### config.mk
export PLATFORM = sky130hd
export DESIGN_NAME = sync_filter_bank
export DESIGN_NICKNAME = d
export VERILOG_FILES = /design/src/rtl/sync_pkg.sv /design/src/rtl/sync_filter_ch.sv /design/src/rtl/sync_filter_bank.sv
export SDC_FILE = /design/constraint.sdc
export NUM_CORES = 1
export LEC_CHECK = 0
export ABC_AREA = 1
export CAP_MARGIN = 20
export CORE_AREA = 3 3 73 75
export DETAILED_ROUTE_END_ITERATION = 10
export DIE_AREA = 0 0 76 78
export DONT_BUFFER_PORTS = 1
export SYNTH_ARGS = -nofsm -noshare
export SYNTH_HDL_FRONTEND = slang
export SYNTH_SLANG_ARGS = --single-unit
### constraint.sdc
create_clock -name clk -period 3.4 [get_ports clk]
set_input_delay 0.68 -clock clk [delete_from_list [all_inputs] [get_ports clk]]
set_output_delay 0.68 -clock clk [all_outputs]
set_load 0.01 [all_outputs]
### src/rtl/sync_pkg.sv
// rtl/sync_pkg.sv - shared constants and parameter legality helper for sync_filter_bank
//
// Contents:
//   SYNC_STAGES_MIN   - shortest synchroniser chain that still resolves metastability
//   sync_stages_ok()  - returns 1 when a requested chain depth is legal
package sync_pkg;

    localparam int SYNC_STAGES_MIN = 2;

    function automatic bit sync_stages_ok(input int stages);
        return stages >= SYNC_STAGES_MIN;
    endfunction

endpackage

### src/rtl/sync_filter_ch.sv
// rtl/sync_filter_ch.sv - one synchroniser channel: flop chain, debounce filter, edge pulses, sticky flag
//
// Ports:
//   clk         in   destination clock
//   rstn        in   synchronous active-low reset
//   async_in    in   asynchronous input bit
//   filt_en     in   enable the debounce filter for this channel
//   filt_len    in   FILT_W  number of extra cycles a disagreement must persist
//   evt_clr     in   write-one-to-clear for evt_sticky
//   sync_out    out  synchronised, filtered level
//   rise_pulse  out  1-cycle pulse on 0->1 of sync_out
//   fall_pulse  out  1-cycle pulse on 1->0 of sync_out
//   chg_pulse   out  1-cycle pulse on any change of sync_out
//   evt_sticky  out  latched chg_pulse until cleared
module sync_filter_ch
    import sync_pkg::*;
#(
    parameter int         SYNC_STAGES = 2,
    parameter int         FILT_W      = 4,
    parameter logic [0:0] RST_VAL     = 1'b0
) (
    input  logic              clk,
    input  logic              rstn,
    input  logic              async_in,
    input  logic              filt_en,
    input  logic [FILT_W-1:0] filt_len,
    input  logic              evt_clr,
    output logic              sync_out,
    output logic              rise_pulse,
    output logic              fall_pulse,
    output logic              chg_pulse,
    output logic              evt_sticky
);

    logic [SYNC_STAGES-1:0] stage;
    logic                   level;
    logic                   level_q;
    logic [FILT_W-1:0]      cnt;
    logic                   sticky;
    logic                   s;

    assign s = stage[SYNC_STAGES-1];

    always_ff @(posedge clk) begin
        if (!rstn) begin
            stage   <= {SYNC_STAGES{RST_VAL}};
            level   <= RST_VAL;
            level_q <= RST_VAL;
            cnt     <= '0;
            sticky  <= 1'b0;
        end else begin
            stage   <= {stage[SYNC_STAGES-2:0], async_in};
            level_q <= level;
            // A change landing in the clear cycle must not be lost, so set wins.
            sticky  <= (sticky & ~evt_clr) | chg_pulse;

            if (!filt_en) begin
                level <= s;
                cnt   <= '0;
            end else if (s == level) begin
                cnt <= '0;
            end else if (cnt >= filt_len) begin
                // ">=" lets a lowered filt_len take effect on the very next disagreeing edge.
                level <= s;
                cnt   <= '0;
            end else if (cnt != {FILT_W{1'b1}}) begin
                cnt <= cnt + 1'b1;
            end
        end
    end

    assign sync_out   = level;
    assign rise_pulse = level & ~level_q;
    assign fall_pulse = ~level & level_q;
    assign chg_pulse  = level ^ level_q;
    assign evt_sticky = sticky;

endmodule

### src/rtl/sync_filter_bank.sv
// rtl/sync_filter_bank.sv - NUM_CH independent single-bit synchronisers with filter and edge pulses
//
// Ports (all per-channel vectors are NUM_CH wide, bit i = channel i):
//   clk, rstn   destination clock, synchronous active-low reset
//   async_in    asynchronous inputs
//   filt_en     per-channel filter enable (quasi-static)
//   filt_len    FILT_W shared filter length
//   evt_clr     write-one-to-clear for evt_sticky
//   sync_out    synchronised level
//   rise_pulse, fall_pulse, chg_pulse  edge pulses of sync_out
//   evt_sticky  latched chg_pulse
module sync_filter_bank
    import sync_pkg::*;
#(
    parameter int                NUM_CH      = 4,
    parameter int                SYNC_STAGES = 2,
    parameter int                FILT_W      = 4,
    parameter logic [NUM_CH-1:0] RST_VAL     = {NUM_CH{1'b0}}
) (
    input  logic              clk,
    input  logic              rstn,
    input  logic [NUM_CH-1:0] async_in,
    input  logic [NUM_CH-1:0] filt_en,
    input  logic [FILT_W-1:0] filt_len,
    input  logic [NUM_CH-1:0] evt_clr,
    output logic [NUM_CH-1:0] sync_out,
    output logic [NUM_CH-1:0] rise_pulse,
    output logic [NUM_CH-1:0] fall_pulse,
    output logic [NUM_CH-1:0] chg_pulse,
    output logic [NUM_CH-1:0] evt_sticky
);

    if (!sync_stages_ok(SYNC_STAGES)) begin : g_bad_stages
        $error("sync_filter_bank: SYNC_STAGES must be >= SYNC_STAGES_MIN");
    end

    if (NUM_CH < 1) begin : g_bad_num_ch
        $error("sync_filter_bank: NUM_CH must be >= 1");
    end

    for (genvar i = 0; i < NUM_CH; i++) begin : g_ch
        sync_filter_ch #(
            .SYNC_STAGES (SYNC_STAGES),
            .FILT_W      (FILT_W),
            .RST_VAL     (RST_VAL[i])
        ) u_ch (
            .clk        (clk),
            .rstn       (rstn),
            .async_in   (async_in[i]),
            .filt_en    (filt_en[i]),
            .filt_len   (filt_len),
            .evt_clr    (evt_clr[i]),
            .sync_out   (sync_out[i]),
            .rise_pulse (rise_pulse[i]),
            .fall_pulse (fall_pulse[i]),
            .chg_pulse  (chg_pulse[i]),
            .evt_sticky (evt_sticky[i])
        );
    end

endmodule

### After elaboration in Yosys (flattened, before gate mapping)

Index checks and enable logic that the tools add are counted.

* memories kept: 0
* bits in read-only memories: 0
* input bits: 18
* output and inout bits: 20
* latch bits: 0
* memory bits (writable): 0
* logic and storage cells: 101
* bits in registers: 36

* $mul: 0
* equal/unequal tests: 16
* $add $sub $neg: 4
* muxes and demuxes: 12
* bitwise operators: 37
* magnitude comparators: 4
* div/mod/pow operators: 0
* shift-type cells: 0
* reduce and logical (&&, ||, !) cells: 8

Operator list (count)
* $not 1->1: 17
* $add 4x1->4 const B: 4
* $ge 4x4->1: 4
* $ne 4x4->1 const B: 4
* $reduce_or 4->1: 4
* $and 1x1->1: 12
* $mux 1: 12
* $ne 2x1->1 const B: 4
* $ne 2x2->1 const B: 4
* $reduce_and 2->1: 4
* $eq 1x1->1: 4
* $or 1x1->1: 4
* $xor 1x1->1: 4

### Logic depth before layout (Yosys ltp)

* word-level depth: 4
* gate-level depth with buffers: 10

### Modules after synthesis

A second synthesis with hierarchy kept.

* cells, all modules: 260
* area, all modules: 1946.9 µm²

Modules (own cells, without submodules)
* sync_filter_ch: seq. area each 180.2 µm², area an instance 486.7 µm², cells an instance 65, times used 4

### Worst setup path after synthesis

Ideal clock, no wire load.

* path kind: input-to-reg
* start point: input filt_len[3]
* end point: register g_ch[2].u_ch.cnt[0]
* data arrival time: 1.489 ns
* path slack: 1.844 ns
* cell stages on the path: 7
* setup time: 0.067 ns
* path through: inv_1 ha_1 nand2_1 nand2_1 nor2_2 nand4_1 nor2_1

* cells in the longest elaborated chain, start to end: 2

RTL lines
* from (decl): line sync_filter_bank.sv:24 `input logic [FILT_W-1:0] filt_len,`
* $ge 4x4->1: line sync_filter_ch.sv:62 `end else if (cnt >= filt_len) begin`
* $reduce_or 4->1 (no source line)
* to (signal assigned): line sync_filter_ch.sv:67 `cnt <= cnt + 1'b1;`
* to (decl): line sync_filter_ch.sv:38 `logic [FILT_W-1:0] cnt;`

No other way between the ends.
A chain may end at the register's enable or synchronous reset.

### Worst setup path in the final report

* start point: register g_ch[0].u_ch.level
* end point: output chg_pulse[0]

* cells in the longest elaborated chain, start to end: 1

RTL lines
* from (decl): line sync_filter_ch.sv:36 `logic level;`
* from (signal assigned): line sync_filter_ch.sv:58 `level <= s;`
* from (signal assigned): line sync_filter_ch.sv:64 `level <= s;`
* $xor 1x1->1: line sync_filter_ch.sv:75 `assign chg_pulse = level ^ level_q;`
* to (decl): line sync_filter_bank.sv:29 `output logic [NUM_CH-1:0] chg_pulse,`

No other way between the ends.

==> impl_metrics.csv <==
group,metric,value,unit
die,floorplan.initialDensity,44.1,%
global_routing,grt_first_pass_wirelength,5.91,mm
critical_path,crit-reg2reg-capture,"g_ch[1].u_ch.cnt[3]",
synth,syn_area,2080,sq um
pwr,p_int,606,uW
routing,detail_route.vias_per_cell,4.37,
clocking,cts_setup_buffers,0,
critical_path,cp-end-kind,"output pin",
clocking,num_cts_buffers,5,
critical_path,critical_path_class,"flop to output pin",
critical_path,worst-endpoint-arrival,1.18,ns
critical_path,setup.worst_path.end,"chg_pulse[0]",
critical_path,critPathMaxFanout,5,
synth,syn-num-nets,320,
global_routing,number_of_global_route_vias_before_repair,1329,
pwr,switchingPower,206,uW
pwr,power.share.switching,25.3,%
die,num_io_pins,38,
routing,detail_route.wirelength,3.41,mm
synth,synth-edff-count,0,
synth,ys_seq_elements,36,
synth,yosys.cell_types.count,19,
synth,ys_warn_count,0,
critical_path,worst_setup_path_startpoint,"g_ch[0].u_ch.sync_out",
cells_and_area,antenna_cells,0,
cells_and_area,fillers,487,
pwr,power.ir.vdd_worst,0.196,mV
synth,post_synthesis_cell_count,274,
critical_path,critical_path_cell_list,"ha_1 -> inv_1",
pwr,p_comb_share,9.1,%
routing,antenna_left,0,
pwr,total_power,812,uW
routing,num_vias,1424,
critical_path,timing.critical_path.slowest_stage_cell,"sky130_fd_sc_hd__dfxtp_1",
run_status,outcome,"completed",
die,design.die.area,5930,sq um
synth,synth.top_cells.by_count,"61 x sky130_fd_sc_hd__inv_1, 52 x sky130_fd_sc_hd__nand2_1, 36 x sky130_fd_sc_hd__dfxtp_1",
place,dp_worst_setup_slack,1.65,ns
synth,cell_type_contributing_the_most_total_cell_area_after_synthesis,"sky130_fd_sc_hd__dfxtp_1",
min_path,worst_hold_path_type,"flop to flop",
timing,transition_time_of_the_tightest_slew_check_pin,0.297,ns
routing,drt-wirelength-per-cell,10.5,um
critical_path,worst_ep_required_time,2.72,ns
timing,grt_setup_unrepaired,"no",
clocking,clock_tree.root_cell,"sky130_fd_sc_hd__clkbuf_8",
timing,finish_stage_setup_viols,0,
global_routing,number_of_antenna_violations_at_the_first_check_in_global_routing,0,
place,port_buffers,0,
synth,avg_synthesized_cell_area,7.60,sq um
die,floorplan.core_area,4720,sq um
synth,yosys_most_used_dff,"sky130_fd_sc_hd__dfxtp_1",
routing,drt_iter0_markers,38,
clocking,postCtsHoldBufs,0,
clocking,cts.path.max_buffers,2,
clocking,clkTransAtPathRegs,0.07,ns
pwr,pwr-share-clk,35.0,%
timing,clock.fmax,0.536,GHz
pwr,static-leakage-power,0.00116,uW
timing,hold_violations,0,
global_routing,overall_routing_resource_usage,12.6,%
global_routing,grt_max_degree,22,
routing,drc,0,
place,dp.final_hpwl,2.74,mm
synth,async_reset_ff_share,0,%
routing,dr.pass1.iters,4,
pwr,pwr-share-seq,55.9,%
place,gp_congestion,0.752,
critical_path,critical_path.max_stage_delay,0.49,ns
timing,slew_violations,0,
clocking,worst_skew_pair.late_latency,0.29,ns
timing,timing.slew.headroom,80.2,%
clocking,cts_repair_resize_count,0,
global_routing,grt_overflow_total,0,
clocking,clkSinkCount,36,
synth,yosysTopAreaCellShare,34.6,%
critical_path,worstReg2RegStart,"g_ch[1].u_ch.cnt[0]",
cells_and_area,layout_stage_area_growth_over_the_synthesis_result,0.0602,%
synth,post_synth_main_area_contributors,"sky130_fd_sc_hd__dfxtp_1 35%, sky130_fd_sc_hd__ha_1 17%, sky130_fd_sc_hd__inv_1 11%",
timing,min_period,1.86,ns
cells_and_area,final_layout_size_suffix_gt1_share,4.63,%
die,floorplan.die.width,76,um
timing,finClkSkew,0.00792,ns
critical_path,timing.critical_path.from_type,"flop",
cells_and_area,design.final.nets,305,
die,rows,25,
clocking,clock_tree.htree_level_count,2,
timing,min_period_over_period,54.8,%
timing,setup-tns-final,0,ns
critical_path,worst_r2r_path_depth,9,
pwr,pwrdens,390,nW/um^2
die,die_height,78,um
critical_path,reg2reg_setup_slack,1.97,ns
flow_run,cap_violations,0,
timing,fin_ws,1.54,ns
synth,yosysMostFrequentCell,"sky130_fd_sc_hd__inv_1",
clocking,tritoncts,"yes",
synth,yosysSeqAreaShare,34.6,%
-- flip-flops by register name, indices dropped and copies added, names as in the netlist --
register and cells:
g_ch.u_ch.cnt 16, g_ch.u_ch.evt_sticky 4, g_ch.u_ch.level_q 4, g_ch.u_ch.stage 8
g_ch.u_ch.sync_out 4
-- critical path, delay by kind of cell, from the launching register on --
kind                     cells  cell delay [ns]
adder cells (fa/ha/maj)      1             0.30
buffers and inverters        1             0.10
flip-flops                   1             0.49
-- power by group through the flow --
stage	registers [uW]	logic, uW	clock network, uW
floorplan	456	91.3	0
finish	454	74.2	284
detailed placement	464	76.3	0
global placement	463	74.3	0
CTS	454	76.6	297
global route	456	89.1	311
-- layout make-up --
type / count / area (sq um) / area share, %
Clock buffer: 6 / 72.6 / 3.48
Clock inverter: 1 / 5.00 / 0.240
Inverter: 62 / 233 / 11.2
Multi-Input combinational cell: 154 / 968 / 46.5
Sequential cell: 36 / 721 / 34.6
Tap cell: 67 / 83.8 / 4.02
-- layer usage --
layer / vias to the layer above / global-route usage, % / share of wire [%]
met4: 0 / 5.98 / 1.9
met5: - / 0 / 0
met3: 6 / 5.34 / 5.9
met2: 25 / 21.1 / 47
li1: 773 / - / -
met1: 620 / 13.9 / 45
-- through the flow --
step | cells | area [sq um] | hold WS [ns] | utilization [%]
after floorplan | 274 | 2080 | 0.390 | -
after global placement | 319 | 2010 | 0.401 | 42.5
after detailed placement | 319 | 2010 | 0.405 | 42.5
after CTS | 326 | 2080 | 0.421 | 44.1
after global routing | 326 | 2080 | 0.445 | 44.1
final | 326 | 2080 | 0.415 | 44.1
-- cells by family after synthesis --
family                     share of synthesized area [%]
and+or+nand+nor                                     19.1
buffers and inverters                               18.9
DFF                                                 34.6
adders and majority gates                           16.8
AOI/OAI and AO/OA                                   4.63
xor gates and xnor gates                            5.47
muxes                                              0.481
-- worst min path at each step --
stage | startpoint | endpoint | slack, ns | depth (start not counted)
6_report | g_ch[1].u_ch.stage[0] | g_ch[1].u_ch.stage[1] | 0.42 | 2
5_1_grt | g_ch[0].u_ch.stage[0] | g_ch[0].u_ch.stage[1] | 0.45 | 2
4_1_cts | g_ch[1].u_ch.stage[0] | g_ch[1].u_ch.stage[1] | 0.42 | 2
3_5_place_dp | g_ch[1].u_ch.stage[0] | g_ch[1].u_ch.stage[1] | 0.40 | 2
3_3_place_gp | g_ch[2].u_ch.stage[0] | g_ch[2].u_ch.stage[1] | 0.40 | 2
2_1_floorplan | g_ch[0].u_ch.stage[0] | g_ch[0].u_ch.stage[1] | 0.39 | 2
-- placed cells by master (no fill, tap or decap), types with 2 or more instances in the layout --
| cell type | instances |
|---|---|
| sky130_fd_sc_hd__a21oi_1 | 11 |
| sky130_fd_sc_hd__a21oi_2 | 3 |
| sky130_fd_sc_hd__clkbuf_8 | 5 |
| sky130_fd_sc_hd__dfxtp_1 | 36 |
| sky130_fd_sc_hd__ha_1 | 28 |
| sky130_fd_sc_hd__inv_1 | 61 |
| sky130_fd_sc_hd__nand2_1 | 52 |
| sky130_fd_sc_hd__nand3_1 | 10 |
| sky130_fd_sc_hd__nand3_2 | 2 |
| sky130_fd_sc_hd__nand4_1 | 4 |
| sky130_fd_sc_hd__nor2_1 | 25 |
| sky130_fd_sc_hd__o21ai_0 | 3 |
| sky130_fd_sc_hd__xnor2_1 | 2 |
| sky130_fd_sc_hd__xor2_1 | 11 |
(Power assumes the default switching activity.)
